File: src/rtl/rat_int_ctrl.sv
// rtl/rat_int_ctrl.sv - multi-channel edge/level interrupt controller on the RAT port I/O bus
module rat_int_ctrl #(
  parameter int          NUM_CH  = 8,
  parameter logic [7:0]  BASE_ID = 8'hF0
) (
  input  logic              CLK,
  input  logic              RESET_N,
  input  logic [NUM_CH-1:0] IRQ_IN,
  input  logic [7:0]        PORT_ID,
  input  logic [7:0]        OUT_PORT,
  input  logic              IO_STRB,
  output logic [7:0]        RD_DATA,
  output logic              RD_HIT,
  output logic              INT
);

  logic [NUM_CH-1:0] s1, s2, prv;
  logic [NUM_CH-1:0] pend, mask, mode;
  logic [NUM_CH-1:0] rise, w1c, clr_all, act, pend_nxt;
  logic              gie;
  logic [7:0]        offset;
  logic              wr;
  logic [7:0]        vec;

  function automatic logic [7:0] widen(input logic [NUM_CH-1:0] v);
    logic [7:0] r;
    r = '0;
    r[NUM_CH-1:0] = v;
    return r;
  endfunction

  // BASE_ID <= 8'hFB, so addresses below BASE_ID wrap to large offsets and miss
  assign offset = PORT_ID - BASE_ID;
  assign RD_HIT = offset < 8'd5;
  assign wr     = IO_STRB & RD_HIT;

  assign rise    = s2 & ~prv;
  assign w1c     = (wr && offset == 8'd0) ? OUT_PORT[NUM_CH-1:0] : '0;
  assign clr_all = {NUM_CH{wr && offset == 8'd4 && OUT_PORT[1]}};
  // Edge bits: a coincident rising edge overrides any clear; level bits mirror s2
  assign pend_nxt = (mode & ((pend & ~w1c & ~clr_all) | rise)) | (~mode & s2);
  assign act      = pend & mask;

  always_comb begin
    vec = 8'hFF;
    for (int i = NUM_CH - 1; i >= 0; i--) begin
      if (act[i]) vec = 8'(i);
    end
  end

  always_comb begin
    RD_DATA = '0;
    case (offset)
      8'd0:    RD_DATA = widen(pend);
      8'd1:    RD_DATA = widen(mask);
      8'd2:    RD_DATA = widen(mode);
      8'd3:    RD_DATA = vec;
      8'd4:    RD_DATA = {7'b0, gie};
      default: RD_DATA = '0;
    endcase
  end

  always_ff @(posedge CLK or negedge RESET_N) begin
    if (!RESET_N) begin
      s1   <= '0;
      s2   <= '0;
      prv  <= '0;
      pend <= '0;
      mask <= '0;
      mode <= '0;
      gie  <= 1'b0;
      INT  <= 1'b0;
    end else begin
      s1   <= IRQ_IN;
      s2   <= s1;
      prv  <= s2;
      pend <= pend_nxt;
      if (wr && offset == 8'd1) mask <= OUT_PORT[NUM_CH-1:0];
      if (wr && offset == 8'd2) mode <= OUT_PORT[NUM_CH-1:0];
      if (wr && offset == 8'd4) gie  <= OUT_PORT[0];
      INT  <= gie & (|act);
    end
  end

endmodule

File: config.mk
export PLATFORM = sky130hd
export DESIGN_NAME = rat_int_ctrl
export DESIGN_NICKNAME = d
export VERILOG_FILES = /design/src/rtl/rat_int_ctrl.sv
export SDC_FILE = /design/constraint.sdc
export NUM_CORES = 1
export LEC_CHECK = 0
export ABC_AREA = 0
export CAP_MARGIN = 0
export CELL_PAD_IN_SITES_DETAIL_PLACEMENT = 1
export CELL_PAD_IN_SITES_GLOBAL_PLACEMENT = 2
export CORE_MARGIN = 2
export CORE_UTILIZATION = 40
export CTS_BUF_LIST = sky130_fd_sc_hd__clkbuf_4 sky130_fd_sc_hd__clkbuf_8
export DETAILED_ROUTE_END_ITERATION = 12
export PLACE_DENSITY_LB_ADDON = 0.1
export SETUP_SLACK_MARGIN = 0.2
export SYNTH_ARGS = -nofsm -noshare
export SYNTH_HDL_FRONTEND = slang
export SYNTH_SLANG_ARGS = --single-unit
File: constraint.sdc
create_clock -name CLK -period 4.2 [get_ports CLK]
set_input_delay 0.63 -clock CLK [delete_from_list [all_inputs] [get_ports CLK]]
set_output_delay 0.63 -clock CLK [all_outputs]
set_load 0.02 [all_outputs]
==> results of run 1 <==
[final cells by class]
| cell class | count | area share [%] |
|---|---|---|
| Multi-Input combinational cell | 111 | 32.9 |
| Sequential cell | 50 | 45.7 |
| Clock buffer | 7 | 3.06 |
| Timing Repair Buffer | 39 | 13.8 |
| Inverter | 2 | 0.274 |
| Tap cell | 70 | 3.20 |
| Clock inverter | 1 | 1.10 |
[how the worst min path moves through the flow]
| stage | slack, ps | to | cells after the start |
|---|---|---|---|
| after floorplan | 330 | INT | 0 |
| after global placement | 330 | s2[1] | 0 |
| after detailed placement | 340 | s2[2] | 0 |
| after CTS | 360 | s2[2] | 0 |
| after global routing | 370 | s2[7] | 0 |
| final | 350 | s2[1] | 0 |
[power groups by stage]
stage | Clock (mW) | Sequential (mW) | Combinational (mW)
global placement | 0 | 0.530 | 0.0931
floorplan | 0 | 0.526 | 0.0436
detailed placement | 0 | 0.532 | 0.0961
global route | 0.373 | 0.526 | 0.104
CTS | 0.355 | 0.523 | 0.0968
finish | 0.341 | 0.522 | 0.0948
[cells in the mapped netlist (2+ instances only)]
cell,n
a211o_1,4
a22oi_1,4
a31oi_1,3
a32o_1,9
buf_2,2
dfrtp_1,50
inv_1,2
mux2_2,10
mux2_4,8
mux2i_1,8
nand2_1,16
nand2b_1,3
nand3_1,2
nor2_1,6
nor2b_1,9
nor4_4,2
o21ai_0,9
o22ai_1,3
[sequential cells by signal, summed over array words and instances, names as in the netlist]
name / count
s1: 8
gie: 1
INT: 1
pend: 8
mode: 8
prv: 8
s2: 8
mask: 8
[layout by cell type, fill, tap and decap left out, types with 2 or more instances in the layout]
| cell | count |
|---|---|
| mux2_2 | 10 |
| mux2i_1 | 8 |
| a22oi_1 | 4 |
| inv_1 | 2 |
| clkbuf_4 | 2 |
| a31oi_1 | 3 |
| mux2_4 | 8 |
| buf_4 | 3 |
| clkbuf_8 | 5 |
| o22ai_1 | 3 |
| o21ai_0 | 9 |
| a32o_1 | 9 |
| nor2_1 | 6 |
| dfrtp_1 | 50 |
| nand2_1 | 16 |
| nand3_1 | 2 |
| clkdlybuf4s50_1 | 35 |
| nor4_4 | 2 |
| a211o_1 | 4 |
| nand2b_1 | 3 |
| nor2b_1 | 9 |
[routing by layer]
metal	share of wire [%]	routed length (um)	vias to the layer above	global-route usage (%)
met4	1.9	99	0	6.84
met3	4.1	216	9	4.02
met2	48	2530	36	30.9
met5	0	0	-	0
met1	46	2380	769	24.8
li1	-	-	700	-
[logic make-up after synthesis]
| kind of cell | Yosys count |
|---|---|
| and+or+nand+nor | 51 |
| AOI/OAI and AO/OA | 34 |
| muxes | 26 |
| DFF | 50 |
| buffers and inverters | 6 |
==> results.json, run 1 <==
{
  "synth_edf_count": 0,
  "antenna_left": 0,
  "number_of_drc_violations_after_detailed_routing": 0,
  "route.final.wire_length_um": 5230,
  "final_layout_size_suffix_gt1_share_pct": 17.6,
  "vias_in_the_first_global_route": 1671,
  "clock-sinks": 50,
  "stdcell_area_um2": 2740,
  "status": "finished, final reports clean",
  "chip_height_um": 78.1,
  "dp_cells": 272,
  "timing.hold.worst.class": "reg -> reg",
  "core_area_um2": 5200,
  "multi_input_area_um2": 901,
  "syn_to_final_growth_pct": 24.9,
  "synth_warn": 0,
  "yosys-mux-area-fraction_pct": 14.3,
  "global_route.usage.total_pct": 18.9,
  "grt_first_pass_wirelength_um": 8720,
  "tns_ps": 0,
  "net-switching-power_mw": 0.212,
  "post_synth_and_or_nand_nor_area_fraction_pct": 15.2,
  "final_hold_viol_count": 0,
  "post_cts_resize_count": 0,
  "post-cts-setup-buffer-count": 0,
  "clk_latency_ps": 300,
  "internal-power_mw": 0.746,
  "slowest_delay_ps": 660,
  "ys_async_sr_fraction_pct": 100,
  "die_area_um2": 6090,
  "synth_nets": 194,
  "worst-path-buf-inv": 2,
  "critical_path.max_fanout": 4,
  "critical_path.reg2reg.startpoint": "mask[3]",
  "count_of_input_and_output_buffers": 36,
  "cp_startpoint": "PORT_ID[3]",
  "synth_top_flop_cell": "dfrtp_1",
  "power.switching_fraction_pct": 22.1,
  "synthesis.area_um2": 2190,
  "finish.utilization_pct": 52.6,
  "nFillCells": 548,
  "post_synth_inst_count": 167,
  "p_total_mw": 0.958,
  "min_from": "s1[1]",
  "dieWidth_um": 78.1,
  "cell_count_of_the_worst_reg_to_reg_path": 3,
  "synthDominantCellAreaShare_pct": 57.0,
  "post_synth_xor_area_fraction_pct": 0,
  "cts_max_level": 2,
  "vdd.ir_drop.worst_v": 0.000168,
  "worst-endpoint-arrival_ps": 2830,
  "cp_top_family": "buffers and inverters",
  "fmax_ghz": 0.289,
  "drt_first_iter_violations": 50,
  "gpl.final_weighted_congestion": 0.834,
  "hpwlAfterDp_um": 3750,
  "maximum_number_of_pins_on_one_net_before_global_route_repair": 51,
  "yosysSeqAreaShare_pct": 57.0,
  "timing_worst_slew_pin_value_ps": 658,
  "worst-r2r-setup-slack_ps": 2910,
  "io_pins": 37,
  "crit_top_cell": "clkdlybuf4s50_1",
  "setup_violations": 0,
  "tritoncts": "done",
  "power_frac_seq_pct": 54.5,
  "antenna_cells_inserted": 0,
  "unrepaired_setup_endpoints_after_global_routing": "no",
  "num-nets-final": 236,
  "slew_viol_final": 0,
  "power.share.clock_pct": 35.6,
  "adder_and_majority_gate_portion_of_the_synthesized_area_pct": 0,
  "critical_path_cell_count": 6,
  "cp_slowest_cell": "clkdlybuf4s50_1",
  "final.period_utilization_pct": 82.4,
  "core.rowCount": 26,
  "leakagePower_nw": 1.19,
  "wire_length_per_cell_um": 18.7,
  "num_vias": 1514,
  "timing.final.crit_period_ps": 3460,
  "place_worst_setup_slack_ps": 729,
  "biggest_area_contributors_in_the_synthesized_netlist": "dfrtp_1, mux2_4, mux2_2",
  "power-per-cell-area_nw_per_um2": 350,
  "cap_violations": 0,
  "floorplan.initialDensity_pct": 42.1,
  "worstSetupStartpointType": "input pin",
  "crit_path_end": "RD_DATA[0]",
  "reg2reg_to": "INT",
  "skew_ps": 4.24,
  "post_cts_hold_buffer_count": 0,
  "synth_area_per_cell_um2": 13.1,
  "share_comb_of_total_power_pct": 9.9,
  "vias_per_cell": 5.41,
  "synthDistinctLibCells": 35,
  "timing.critical_path.cells": "clkdlybuf4s50_1 > nand4b_1 > nor2_1 > nand3b_1 > o31ai_1 > clkdlybuf4s50_1",
  "worst_slew_margin_rel_pct": 55.8,
  "synth_top_family_by_area": "simple AND/OR/NAND/NOR gates",
  "timing.critical_path.required_ps": 3570,
  "ys_ff_latch": 50,
  "synth_largest_area_cell": "dfrtp_1",
  "worst_slack_ps": 739,
  "overflow_after_grt": 0,
  "synth_compound_gate_area_share_pct": 11.6,
  "cp-end-kind": "primary output",
  "dpl-instance-area_um2": 2630,
  "cts_root_buffer": "clkbuf_8",
  "grt_antenna_before_repair": 0,
  "clk_path_buf_depth": 2,
  "clkSlewWorstSetupHoldPaths_ps": 90,
  "critPathKind": "in -> out",
  "final_cell_count_no_fill": 280,
  "drt-pass1-iter-count": 4,
  "layout.area.seq_um2": 1250,
  "hold-worst-slack_ps": 353,
  "cts-buffers-inserted": 5
}
No activity file was read; power rests on OpenSTA's default activity.
==> run 2: changes to the inputs <==
--- a/config.mk
+++ b/config.mk
@@ -10,7 +10,7 @@
 export CELL_PAD_IN_SITES_DETAIL_PLACEMENT = 1
 export CELL_PAD_IN_SITES_GLOBAL_PLACEMENT = 2
 export CORE_MARGIN = 2
-export CORE_UTILIZATION = 40
+export CORE_UTILIZATION = 33
 export CTS_BUF_LIST = sky130_fd_sc_hd__clkbuf_4 sky130_fd_sc_hd__clkbuf_8
 export DETAILED_ROUTE_END_ITERATION = 12
 export PLACE_DENSITY_LB_ADDON = 0.1
==> constraint.sdc (replaced) <==
create_clock -name CLK -period 2.9 [get_ports CLK]
set_input_delay 0.435 -clock CLK [delete_from_list [all_inputs] [get_ports CLK]]
set_output_delay 0.435 -clock CLK [all_outputs]
set_load 0.02 [all_outputs]
==> results.json, run 2 (synthesis gave the netlist of run 1 again) <==
{
  "critical_path.max_fanout": 4,
  "worst_slew_margin_rel_pct": 56.1,
  "final_cell_mix": "dfrtp_1, clkdlybuf4s50_1, nand2_1, buf_4, mux2_2",
  "power_frac_seq_pct": 53.6,
  "chip_height_um": 85.5,
  "die_area_um2": 7310,
  "route.final.wire_length_um": 5540,
  "place_worst_setup_slack_ps": -25.1,
  "slowest_delay_ps": 430,
  "setup_violations": 0,
  "tritoncts": "done",
  "cp-end-kind": "primary output",
  "worst-endpoint-arrival_ps": 2150,
  "internal-power_mw": 1.09,
  "cp_top_family": "simple AND/OR/NAND/NOR gates",
  "clock-sinks": 50,
  "skew_ps": 6.01,
  "antenna_cells_inserted": 0,
  "timing.hold.worst.class": "in -> async",
  "final_hold_viol_count": 0,
  "cap_violations": 0,
  "multi_input_area_um2": 921,
  "cts-buffers-inserted": 5,
  "critPathKind": "reg -> out",
  "wire_length_per_cell_um": 18.7,
  "maximum_number_of_pins_on_one_net_before_global_route_repair": 31,
  "count_of_input_and_output_buffers": 36,
  "timing.critical_path.required_ps": 2470,
  "vias_per_cell": 5.25,
  "power.share.clock_pct": 35.4,
  "power.switching_fraction_pct": 22.7,
  "final_common_cell": "dfrtp_1",
  "timing_worst_slew_pin_value_ps": 653,
  "timing.critical_path.cells": "a22oi_2 > nand4_1 > nor4_2 > buf_4 > a211o_1 > dlygate4sd2_1",
  "unrepaired_setup_endpoints_after_global_routing": "yes",
  "final.period_utilization_pct": 89.2,
  "fmax_ghz": 0.386,
  "syn_to_final_growth_pct": 29.9,
  "clkSlewWorstSetupHoldPaths_ps": 90,
  "net-switching-power_mw": 0.321,
  "leakagePower_nw": 1.27,
  "status": "finished, final reports clean",
  "layout.area.seq_um2": 1250,
  "worst_slack_ps": 313,
  "power-per-cell-area_nw_per_um2": 497,
  "overflow_after_grt": 0,
  "number_of_drc_violations_after_detailed_routing": 0,
  "worst-path-buf-inv": 2,
  "antenna_left": 0,
  "grt_antenna_before_repair": 0,
  "num_vias": 1558,
  "slew_viol_final": 0,
  "grt_first_pass_wirelength_um": 9150,
  "vdd.ir_drop.worst_v": 0.000243,
  "drt_first_iter_violations": 95,
  "dieWidth_um": 85.5,
  "global_route.usage.total_pct": 16.3,
  "vias_in_the_first_global_route": 1749,
  "worstSetupStartpointType": "flip-flop",
  "num-nets-final": 247,
  "drt-pass1-iter-count": 4,
  "core_area_um2": 6390,
  "clk_latency_ps": 300,
  "cts_max_level": 2,
  "core.rowCount": 29,
  "gpl.final_weighted_congestion": 0.874,
  "floorplan.initialDensity_pct": 34.3,
  "final_layout_size_suffix_gt1_share_pct": 23.6,
  "cts_root_buffer": "clkbuf_8",
  "cp_slowest_cell": "dfrtp_1",
  "clk_path_buf_depth": 2,
  "hpwlAfterDp_um": 3990,
  "nFillCells": 692,
  "hold-worst-slack_ps": 93.8,
  "share_comb_of_total_power_pct": 11.1,
  "io_pins": 37,
  "timing.final.crit_period_ps": 2590
}
[run 2: power groups by stage]
stage,Clock (mW),Combinational [mW],Sequential (mW)
6_report,0.500,0.157,0.758
3_5_place_dp,0,0.151,0.771
5_1_grt,0.551,0.171,0.764
3_3_place_gp,0,0.146,0.768
4_1_cts,0.517,0.156,0.758
2_1_floorplan,0,0.0632,0.762
[run 2: through the flow]
stage	cells	utilization [%]	TNS, ps	power (mW)	instance area, um2
6_report	297	44.6	0	1.42	2850
5_1_grt	297	44.6	0	1.49	2850
4_1_cts	296	44.5	0	1.43	2840
3_5_place_dp	288	42.5	-25.1	0.922	2710
3_3_place_gp	288	42.5	-19.3	0.914	2710
2_1_floorplan	167	-	0	0.825	2190
[run 2: per-layer routing]
metal	wire (um)	GRT usage, %	vias up
met5	0	0	-
met4	46	4.04	0
met3	211	3.56	4
met2	2720	28.0	30
met1	2570	21.1	800
li1	-	-	724
[run 2: what timing repair did]
item,CTS,global route
hold buffers,0,0
buffers inserted,1,1
endpoints found under the setup margin,8,5
gates resized for setup,11,6
pin swaps,1,2
[run 2: worst paths after layout]
path	startpoint	to	slack (ps)	cells after the start
min	RESET_N	mask[1]	90	1
min in group CLK	s1[3]	s2[3]	350	0
max	pend[3]	RD_DATA[4]	310	6
max in group asynchronous	RESET_N	pend[2]	2050	2
min reg2reg	s1[3]	s2[3]	350	0
max reg2reg	pend[3]	INT	1380	5
[run 2: worst register-to-register path, stage by stage, from the launching register on]
cell     delay, ps
dfrtp_1        430
a22oi_2        250
nand4_1        250
buf_4          210
buf_4          130
and2_1         150
[run 2: final cells by class]
type	instances	share of cell area, %
tap	77	3.38
timing repair buffer	50	16.2
sequential	50	43.9
multi-input combinational	111	32.3
clock buffer	6	2.90
clock inverter	1	1.05
inverter	2	0.263
